### config.mk
export PLATFORM = sky130hd
export DESIGN_NAME = dvs_line_xfer_sched_flat
export DESIGN_NICKNAME = d
export VERILOG_FILES = /design/src/rtl/dvs_line_xfer_sched_if.sv /design/src/rtl/dvs_line_xfer_sched.sv /design/src/flat_wrapper.sv
export SDC_FILE = /design/constraint.sdc
export NUM_CORES = 1
export LEC_CHECK = 0
export BUFFER_PORTS_ARGS = -buffer_cell sky130_fd_sc_hd__buf_4
export CAP_MARGIN = 20
export CELL_PAD_IN_SITES_DETAIL_PLACEMENT = 1
export CELL_PAD_IN_SITES_GLOBAL_PLACEMENT = 1
export CORE_ASPECT_RATIO = 2
export CORE_MARGIN = 4
export CORE_UTILIZATION = 38
export CTS_CLUSTER_SIZE = 16
export DETAILED_ROUTE_END_ITERATION = 7
export PLACE_DENSITY_LB_ADDON = 0.1
export REMOVE_ABC_BUFFERS = 1
export SETUP_SLACK_MARGIN = 0.4
export SLEW_MARGIN = 20
export SYNTH_ARGS = -nofsm -noshare
export SYNTH_HDL_FRONTEND = slang
export SYNTH_SLANG_ARGS = --single-unit
export TNS_END_PERCENT = 30
### constraint.sdc
create_clock -name pclk -period 4.5 [get_ports pclk]
set_clock_uncertainty 0.2 [all_clocks]
set_input_delay 0.9 -clock pclk [delete_from_list [all_inputs] [get_ports pclk]]
set_output_delay 0.9 -clock pclk [all_outputs]
set_load 0.02 [all_outputs]
### src/rtl/dvs_line_xfer_sched_if.sv
// dvs_line_xfer_sched_if
// Command/completion bus between the line-transfer scheduler and the CDMA
// engine.
//   xfer_ready  CDMA idle and able to accept a command
//   xfer_done   1-cycle pulse, current transfer finished
//   xfer_err    qualified by xfer_done, the finished transfer failed
//   xfer_start  1-cycle command strobe
//   xfer_src    source byte address, held from xfer_start until xfer_done
//   xfer_dst    destination byte address, same hold rule as xfer_src
//   xfer_len    byte count of the transfer
// master = scheduler side, slave = CDMA side.
interface dvs_line_xfer_sched_if;
  logic        xfer_ready;
  logic        xfer_done;
  logic        xfer_err;
  logic        xfer_start;
  logic [31:0] xfer_src;
  logic [31:0] xfer_dst;
  logic [22:0] xfer_len;

  modport master (
    input  xfer_ready, xfer_done, xfer_err,
    output xfer_start, xfer_src, xfer_dst, xfer_len
  );

  modport slave (
    output xfer_ready, xfer_done, xfer_err,
    input  xfer_start, xfer_src, xfer_dst, xfer_len
  );
endinterface

### src/rtl/dvs_line_xfer_sched.sv
// dvs_line_xfer_sched
// Turns the DVS core's read/write line requests into CDMA line transfers.
// Reads fetch the next previous-frame line from DDR into a BRAM ping-pong
// buffer. Writes store the freshly computed line from BRAM back to DDR.
// A single CDMA engine is shared, and writes win arbitration so a line is
// written back before its slot is overwritten.
// Ports:
//   pclk, reset      clock (rising edge), asynchronous active-high reset
//   new_frame        start-of-frame pulse, rewinds indices/banks/offsets
//   read_new_line    request to fetch the next line
//   write_new_line   request to store the next line
//   xfer             CDMA command bus (master side)
//   rd_bank/wr_bank  BRAM banks the core may currently use
//   rd_line/wr_line  index of the next line to fetch / store
//   busy             a command is being issued or is in flight
//   overrun          sticky, request arrived while the same type was pending
//   error            sticky, CDMA reported a failed transfer
module dvs_line_xfer_sched #(
  parameter int unsigned LINE_BYTES   = 640,
  parameter int unsigned NUM_LINES    = 480,
  parameter logic [31:0] FRAME_BASE   = 32'h1000_0000,
  parameter logic [31:0] BRAM_RD_BASE = 32'hC000_0000,
  parameter logic [31:0] BRAM_WR_BASE = 32'hC000_1000
) (
  input  logic                         pclk,
  input  logic                         reset,
  input  logic                         new_frame,
  input  logic                         read_new_line,
  input  logic                         write_new_line,
  dvs_line_xfer_sched_if.master        xfer,
  output logic                         rd_bank,
  output logic                         wr_bank,
  output logic [9:0]                   rd_line,
  output logic [9:0]                   wr_line,
  output logic                         busy,
  output logic                         overrun,
  output logic                         error
);

  typedef enum logic [1:0] {IDLE, ISSUE, WAIT, ERROR} state_t;

  localparam logic [31:0] LINE_STEP = 32'(LINE_BYTES);
  localparam logic [9:0]  LAST_LINE = 10'(NUM_LINES - 1);

  state_t      state, state_nx;
  logic        rd_pend, wr_pend;
  logic        frame_defer;
  logic        cur_wr;
  logic [31:0] rd_off, wr_off;
  logic [31:0] src_r, dst_r;

  logic issue_go, issue_wr, issue_rd;
  logic xfer_fin, apply_frame, done_ok, done_err;

  // Event decode and next-state logic.
  always_comb begin
    state_nx    = state;
    // A new_frame in IDLE wins over issuing: the pending flags it would
    // serve are being discarded in the same cycle.
    issue_go    = (state == IDLE) && !new_frame && (rd_pend || wr_pend) &&
                  xfer.xfer_ready;
    issue_wr    = issue_go && wr_pend;
    issue_rd    = issue_go && !wr_pend;
    xfer_fin    = (state == WAIT) && xfer.xfer_done;
    // Frame restart is applied immediately when no transfer is in flight,
    // otherwise it waits for the completion of the current transfer.
    apply_frame = (new_frame && ((state == IDLE) || (state == ERROR))) ||
                  (xfer_fin && (frame_defer || new_frame));
    done_ok     = xfer_fin && !apply_frame && !xfer.xfer_err;
    done_err    = xfer_fin && !apply_frame && xfer.xfer_err;

    unique case (state)
      IDLE:  if (issue_go) state_nx = ISSUE;
      ISSUE: state_nx = WAIT;
      WAIT: begin
        if (apply_frame)   state_nx = IDLE;
        else if (done_err) state_nx = ERROR;
        else if (done_ok)  state_nx = IDLE;
      end
      ERROR: if (apply_frame) state_nx = IDLE;
      default: state_nx = IDLE;
    endcase
  end

  always_ff @(posedge pclk or posedge reset) begin
    if (reset) state <= IDLE;
    else       state <= state_nx;
  end

  // Request flags, sticky status, line bookkeeping and command addresses.
  always_ff @(posedge pclk or posedge reset) begin
    if (reset) begin
      rd_pend     <= 1'b0;
      wr_pend     <= 1'b0;
      overrun     <= 1'b0;
      error       <= 1'b0;
      frame_defer <= 1'b0;
      cur_wr      <= 1'b0;
      rd_line     <= '0;
      wr_line     <= '0;
      rd_off      <= '0;
      wr_off      <= '0;
      rd_bank     <= 1'b0;
      wr_bank     <= 1'b0;
      src_r       <= '0;
      dst_r       <= '0;
    end else begin
      if (apply_frame) begin
        // Requests in the restart cycle belong to the new frame.
        rd_pend     <= read_new_line;
        wr_pend     <= write_new_line;
        overrun     <= 1'b0;
        error       <= 1'b0;
        frame_defer <= 1'b0;
        rd_line     <= '0;
        wr_line     <= '0;
        rd_off      <= '0;
        wr_off      <= '0;
        rd_bank     <= 1'b0;
        wr_bank     <= 1'b0;
      end else begin
        // A pulse coinciding with the issue of its own type re-arms the
        // flag as a fresh request rather than counting as overrun.
        rd_pend <= issue_rd ? read_new_line  : (rd_pend | read_new_line);
        wr_pend <= issue_wr ? write_new_line : (wr_pend | write_new_line);
        if ((read_new_line && rd_pend && !issue_rd) ||
            (write_new_line && wr_pend && !issue_wr))
          overrun <= 1'b1;
        if (done_err)
          error <= 1'b1;
        if (new_frame && ((state == ISSUE) || (state == WAIT)))
          frame_defer <= 1'b1;
        if (done_ok) begin
          if (cur_wr) begin
            wr_bank <= ~wr_bank;
            if (wr_line == LAST_LINE) begin
              wr_line <= '0;
              wr_off  <= '0;
            end else begin
              wr_line <= wr_line + 10'd1;
              wr_off  <= wr_off + LINE_STEP;
            end
          end else begin
            rd_bank <= ~rd_bank;
            if (rd_line == LAST_LINE) begin
              rd_line <= '0;
              rd_off  <= '0;
            end else begin
              rd_line <= rd_line + 10'd1;
              rd_off  <= rd_off + LINE_STEP;
            end
          end
        end
      end

      // Addresses are captured on entry to ISSUE and held until completion.
      if (issue_go) begin
        cur_wr <= wr_pend;
        if (wr_pend) begin
          src_r <= wr_bank ? (BRAM_WR_BASE + LINE_STEP) : BRAM_WR_BASE;
          dst_r <= FRAME_BASE + wr_off;
        end else begin
          src_r <= FRAME_BASE + rd_off;
          dst_r <= rd_bank ? (BRAM_RD_BASE + LINE_STEP) : BRAM_RD_BASE;
        end
      end
    end
  end

  assign xfer.xfer_start = (state == ISSUE);
  assign xfer.xfer_src   = src_r;
  assign xfer.xfer_dst   = dst_r;
  assign xfer.xfer_len   = 23'(LINE_BYTES);
  assign busy            = (state == ISSUE) || (state == WAIT);

endmodule

### src/flat_wrapper.sv
// flat-port wrapper written by rule: the top's interface ports become plain ports
module dvs_line_xfer_sched_flat 
#(
  parameter int unsigned LINE_BYTES   = 640,
  parameter int unsigned NUM_LINES    = 480,
  parameter logic [31:0] FRAME_BASE   = 32'h1000_0000,
  parameter logic [31:0] BRAM_RD_BASE = 32'hC000_0000,
  parameter logic [31:0] BRAM_WR_BASE = 32'hC000_1000
)
  (pclk, reset, new_frame, read_new_line, write_new_line, rd_bank, wr_bank, rd_line, wr_line, busy, overrun, error, xfer_xfer_ready, xfer_xfer_done, xfer_xfer_err, xfer_xfer_start, xfer_xfer_src, xfer_xfer_dst, xfer_xfer_len);
  dvs_line_xfer_sched_if xfer_i ();
  input  logic pclk;
  input  logic reset;
  input  logic new_frame;
  input  logic read_new_line;
  input  logic write_new_line;
  output logic rd_bank;
  output logic wr_bank;
  output logic [9:0] rd_line;
  output logic [9:0] wr_line;
  output logic busy;
  output logic overrun;
  output logic error;
  input wire logic [$bits(xfer_i.xfer_ready)-1:0] xfer_xfer_ready;
  input wire logic [$bits(xfer_i.xfer_done)-1:0] xfer_xfer_done;
  input wire logic [$bits(xfer_i.xfer_err)-1:0] xfer_xfer_err;
  output wire logic [$bits(xfer_i.xfer_start)-1:0] xfer_xfer_start;
  output wire logic [$bits(xfer_i.xfer_src)-1:0] xfer_xfer_src;
  output wire logic [$bits(xfer_i.xfer_dst)-1:0] xfer_xfer_dst;
  output wire logic [$bits(xfer_i.xfer_len)-1:0] xfer_xfer_len;
  assign xfer_i.xfer_ready = xfer_xfer_ready;
  assign xfer_i.xfer_done = xfer_xfer_done;
  assign xfer_i.xfer_err = xfer_xfer_err;
  assign xfer_xfer_start = xfer_i.xfer_start;
  assign xfer_xfer_src = xfer_i.xfer_src;
  assign xfer_xfer_dst = xfer_i.xfer_dst;
  assign xfer_xfer_len = xfer_i.xfer_len;
  dvs_line_xfer_sched #(.LINE_BYTES(LINE_BYTES), .NUM_LINES(NUM_LINES), .FRAME_BASE(FRAME_BASE), .BRAM_RD_BASE(BRAM_RD_BASE), .BRAM_WR_BASE(BRAM_WR_BASE)) u_core (.pclk(pclk), .reset(reset), .new_frame(new_frame), .read_new_line(read_new_line), .write_new_line(write_new_line), .xfer(xfer_i), .rd_bank(rd_bank), .wr_bank(wr_bank), .rd_line(rd_line), .wr_line(wr_line), .busy(busy), .overrun(overrun), .error(error));
endmodule
# ---- Yosys cells after proc, flatten, opt, wreduce, memory -nomap -nowiden
# Cells that the tools add are included.
dict set report op_classes {
  add_sub_neg 6
  n_bitwise 4
  mux 42
  eq_ne 9
  n_reduce_logical 37
}
# op n
set ops {}
lappend ops {{$mux W32} 10}
lappend ops {{$mux W10} 10}
lappend ops {{$add A29 B32 Y32 const A} 2}
lappend ops {{$add A32 B10 Y32 const B} 2}
lappend ops {{$add A10 B1 Y10 const B} 2}
lappend ops {{$eq A10 B9 Y1 const B} 2}
lappend ops {{$logic_and A1 B1 Y1} 16}
lappend ops {{$mux W1} 16}
lappend ops {{$mux W2} 5}
lappend ops {{$reduce_bool A2 Y1} 5}
lappend ops {{$pmux W2 S4} 1}
lappend ops {{$logic_not A1 Y1} 6}
lappend ops {{$logic_or A1 B1 Y1} 6}
lappend ops {{$eq A2 B2 Y1 const B} 2}
lappend ops {{$ne A2 B1 Y1 const B} 2}
lappend ops {{$ne A4 B1 Y1 const B} 1}
lappend ops {{$reduce_and A2 Y1} 2}
lappend ops {{$reduce_and A3 Y1} 1}
lappend ops {{$eq A2 B1 Y1 const B} 1}
lappend ops {{$logic_not A2 Y1} 1}
lappend ops {{$ne A2 B2 Y1 const B} 1}
lappend ops {{$not A1 Y1} 2}
lappend ops {{$or A1 B1 Y1} 2}
dict set report word_totals {
  output_inout_bits 113
  register_bits 158
}

# ---- Longest topological paths before layout
dict set report logic_depth {
  word_depth 11
  mapped_depth 9
  ltp_nobuf 7
}

# ---- Least setup slack after synthesis
# No wires, ideal clock.
dict set report synth_path {
  path_type {in2reg}
  startpoint {in xfer_xfer_done}
  endpoint {reg u_core.rd_off[30]}
  arrival_ns 2.114
  required_ns 4.234
  slack_ns 2.120
  path_stages 6
  cell_sequence {a31oi_2 -> or2_2 -> buf_4 -> o21ai_2 -> or4_1 -> nand2_1}
}
dict set report synth_via {
  elab_chain_cells 8
  word_cells_on_any_way 10
  cone_classes {eq/ne (1); mux (1); reduce/logical (8)}
}
# item line
set synth_lines {}
lappend synth_lines {{start, declared} flat_wrapper.sv:25} ;# input wire logic [$bits(xfer_i.xfer_done)-1:0] xfer_xfer_done;
lappend synth_lines {{$logic_and A1 B1 Y1 (*)} dvs_line_xfer_sched.sv:64} ;# xfer_fin = (state == WAIT) && xfer.xfer_done;
lappend synth_lines {{$logic_and A1 B1 Y1} dvs_line_xfer_sched.sv:68} ;# (xfer_fin && (frame_defer || new_frame));
lappend synth_lines {{$logic_or A1 B1 Y1} dvs_line_xfer_sched.sv:67} ;# apply_frame = (new_frame && ((state == IDLE) || (state == ERROR))) ||
lappend synth_lines {{$logic_not A1 Y1} dvs_line_xfer_sched.sv:69} ;# done_ok = xfer_fin && !apply_frame && !xfer.xfer_err;
lappend synth_lines {{$logic_and A1 B1 Y1 (2 in a row)} dvs_line_xfer_sched.sv:69}
lappend synth_lines {{$reduce_bool A2 Y1 (no source line)} n/a}
lappend synth_lines {{$reduce_and A2 Y1 (no source line)} n/a}
lappend synth_lines {{end signal, assigned} dvs_line_xfer_sched.sv:150} ;# rd_off <= rd_off + LINE_STEP;
lappend synth_lines {{end, declared} dvs_line_xfer_sched.sv:49} ;# logic [31:0] rd_off, wr_off;
# Every way passes the cells marked *; elsewhere a longest branch is shown, timed or not.
# A chain may end at the register's enable or synchronous reset.

# ---- Worst setup path after layout
dict set report layout_path {
  startpoint {reg u_core.rd_line[0]}
  endpoint {reg u_core.rd_off[16]}
}
dict set report layout_via {
  elab_chain_cells 5
}
# item line
set layout_lines {}
lappend layout_lines {{start, declared} dvs_line_xfer_sched.sv:33} ;# output logic [9:0] rd_line,
lappend layout_lines {{start signal, assigned} dvs_line_xfer_sched.sv:149} ;# rd_line <= rd_line + 10'd1;
lappend layout_lines {{$eq A10 B9 Y1} dvs_line_xfer_sched.sv:145} ;# if (rd_line == LAST_LINE) begin
lappend layout_lines {{$mux W32} dvs_line_xfer_sched.sv:145}
lappend layout_lines {{$mux W32} dvs_line_xfer_sched.sv:134} ;# if (cur_wr) begin
lappend layout_lines {{$mux W32} dvs_line_xfer_sched.sv:133} ;# if (done_ok) begin
lappend layout_lines {{$mux W32} dvs_line_xfer_sched.sv:108} ;# if (apply_frame) begin
# No other way between the ends. The select of a mux whose other input is x is not followed.

==> impl_metrics.py <==
metrics = {
    "floorplan": {
        "die_w_um": 100,
        "start_util": 0.385,
        "pin_count": 121,
        "core-area_um2": 16800,
        "rows": 67,
        "die_area_um2": 19300,
        "die_h_um": 192,
    },
    "cts": {
        "cts_resized": 0,
        "clkLatencyLatePin_ps": 430,
        "path_clk_slew_ps": 60,
        "hold_buffers": 0,
        "cts_setup_buffers": 0,
        "cts_sinks": 131,
        "cts.root.buffer_cell": "clkbuf_16",
        "clock_tree.buffer_depth": 2,
        "cts_tree": "yes",
        "htree_levels": 4,
        "numCtsBuffers": 17,
    },
    "worst_setup_path": {
        "r2r_slack_ps": 1630,
        "cpMaxStageDelayCell": "o21ai_2",
        "endpoint_kind": "flop",
        "critical_path_buf_inv_count": 1,
        "required_ps": 4610,
        "critPathKind": "flop to flop",
        "startpoint_type": "flop",
        "crit_family": "simple AND/OR/NAND/NOR gates",
        "cpPeakStageDelay_ps": 680,
        "cp.arrival_ps": 2980,
        "cp_max_fo": 18,
        "crit_chain": "ha_1 > nand4_1 > or4_1 > o21ai_2 > buf_4 > nor2_1",
    },
    "logic_synthesis": {
        "ys_ff_latch": 131,
        "synth_top_area_cell": "dfrtp_1",
        "yosys-top-cells-count": "131 x dfrtp_1, 106 x nand2_1, 63 x nor2_1",
        "syn-cell-area_um2": 6460,
        "synth_top_flop_cell": "dfrtp_1",
        "synthArstFlopShare": 1.00,
        "ys_top_cells_by_area": "dfrtp_1 51%, nand2_1 6.2%, xor2_1 5.8%",
        "ys_seq_area_frac": 0.508,
        "synth_edf_count": 0,
        "synthCells": 684,
        "yosysMostFrequentCell": "dfrtp_1",
        "yosysTopAreaCellShare": 0.508,
        "synth.distinct_cells": 51,
        "avgSynthCellArea_um2": 9.44,
        "yosysWarnings": 0,
    },
    "grt": {
        "grt.total_usage": 0.190,
        "gr-usage-met2": 0.374,
        "grt_pass1_wl_um": 28800,
        "grt_max_degree": 82,
        "grt_use_met3": 0.0344,
        "antenna_found_initial": 0,
        "grt_pass1_vias": 5731,
        "grt_overflow": 0,
        "top_usage_layer": "met2",
        "met1_usage": 0.184,
    },
    "hold_path": {
        "hp-class": "flop to flop",
    },
    "sta": {
        "rsz0062_at_grt": "false",
        "maxSlewHeadroom": 0.410,
        "setup_violations": 0,
        "tightest_slew_ps": 878,
        "period_share": 0.637,
        "fin_setup_tns_ps": 0,
        "finalMaxSlewViolations": 0,
        "fmax_ghz": 0.349,
        "min_period_ps": 2870,
        "hold_violations": 0,
    },
    "finish": {
        "regArea_um2": 3280,
        "drive_gt1_frac": 0.184,
        "num-fill-cells": 1993,
        "syn_to_final_growth_pct": 21.2,
        "nets": 784,
        "multi_input_area_um2": 2870,
        "diodes": 0,
    },
    "drt": {
        "wl_per_cell_um": 17.5,
        "drc": 0,
        "antenna_left": 0,
        "routed_wl_um": 17200,
        "first_iter_violations": 178,
        "drtPass1Iterations": 4,
        "vias_per_cell": 5.26,
        "vias": 5186,
    },
    "pwr": {
        "leakage_uw": 0.00366,
        "peakVddDrop_mv": 0.256,
        "powerDensity_nw_per_um2": 499,
        "p_total_uw": 3910,
    },
    "outcome": {
        "status": "finished, final reports clean",
    },
    "placed_design": {
        "gp_congestion": 0.846,
        "place_hpwl_um": 12400,
        "port_buffers": 90,
    },
    "job": {
        "maxCapViolCount": 0,
    },
}
[where the power goes]
part / total (uW) / switching (uW) / internal [uW]
Sequential: 1410 / 118 / 1290
Clock: 1530 / 541 / 985
Combinational: 973 / 671 / 301
Total: 3910 / 1330 / 2580
[metal layers]
layer | share of wire | vias to the layer above
li1 | - | 2441
met1 | 0.35 | 2612
met2 | 0.58 | 97
met3 | 0.031 | 36
met4 | 0.032 | 0
met5 | 0 | -
[layout make-up]
| type | instances | share of cell area |
|---|---|---|
| Tap cell | 207 | 0.0331 |
| Timing Repair Buffer | 100 | 0.0959 |
| Clock buffer | 20 | 0.0558 |
| Clock inverter | 12 | 0.0262 |
| Inverter | 7 | 0.00400 |
| Multi-Input combinational cell | 508 | 0.366 |
| Sequential cell | 131 | 0.419 |
[sequential cells by signal, summed over array words and instances, names as in the netlist]
register and flops:
u_core.xfer.xfer_src 26, u_core.rd_off 25, u_core.wr_off 25, u_core.xfer.xfer_dst 25
u_core.rd_line 10, u_core.wr_line 10, u_core.state 2, u_core.cur_wr 1
u_core.error 1, u_core.frame_defer 1, u_core.overrun 1, u_core.rd_bank 1
u_core.rd_pend 1, u_core.wr_bank 1, u_core.wr_pend 1
[logic make-up after synthesis]
logic type,Yosys count,share of synthesized area
and+or+nand+nor,297,0.223
DFF,131,0.508
AOI/OAI and AO/OA,115,0.106
muxes,3,0.00465
xor gates and xnor gates,52,0.0705
other,2,0.00116
buffers and inverters,73,0.0655
adders and majority gates,11,0.0213
[path summary, 6_finish.rpt]
path / cells past startpoint / to / startpoint
max: 6 / u_core.rd_off[16]$_DFFE_PP0P_ / u_core.rd_line[0]$_DFFE_PP0P_
min: 2 / u_core.xfer.xfer_src[26]$_DFFE_PP0N_ / u_core.xfer.xfer_src[26]$_DFFE_PP0N_
max reg2reg: 6 / u_core.rd_off[16]$_DFFE_PP0P_ / u_core.rd_line[0]$_DFFE_PP0P_
min reg2reg: 2 / u_core.xfer.xfer_src[26]$_DFFE_PP0N_ / u_core.xfer.xfer_src[26]$_DFFE_PP0N_
max in group asynchronous: 3 / u_core.rd_off[30]$_DFFE_PP0P_ / reset
min in group asynchronous: 2 / u_core.xfer.xfer_src[21]$_DFFE_PP0N_ / reset
[through the flow]
| step | area [um2] | std cells | hold WS (ps) | setup slack [ps] | utilization |
|---|---|---|---|---|---|
| after floorplan | 6170 | 646 | 297 | -97.7 | - |
| after CTS | 7830 | 985 | 285 | 1610 | 0.467 |
| after global routing | 7830 | 985 | 317 | 1400 | 0.467 |
| final | 7830 | 985 | 277 | 1630 | 0.467 |
| after detailed placement | 7180 | 953 | 272 | 1510 | 0.429 |
| after global placement | 7180 | 953 | 262 | 1570 | 0.429 |
[cells in the final DEF (no fill, tap or decap), drive strengths merged, types with 7 or more instances in the layout]
| cell type | netlist | layout |
|---|---|---|
| nor2 | 63 | 63 |
| dfrtp | 131 | 131 |
| or3 | 11 | 11 |
| and3 | 7 | 7 |
| a21oi | 20 | 20 |
| clkbuf | 21 | 20 |
| nor3 | 9 | 9 |
| inv | 7 | 8 |
| nand3 | 29 | 29 |
| xor2 | 43 | 43 |
| conb | 2 | 30 |
| nand4 | 28 | 28 |
| xnor2 | 9 | 9 |
| buf | 45 | 100 |
| nand2 | 106 | 106 |
| nand2b | 19 | 19 |
| ha | 11 | 11 |
| o21ai | 66 | 66 |
[worst register-to-register path, delay by kind of cell (launching register included)]
kind,cells,cell delay [ps]
adder cells (fa/ha/maj),1,270
buffers and inverters,1,280
AND/OR/NAND/NOR,3,850
flip-flops,1,470
AO/OA/AOI/OAI,1,690
Power figures use the tool's default switching activity.
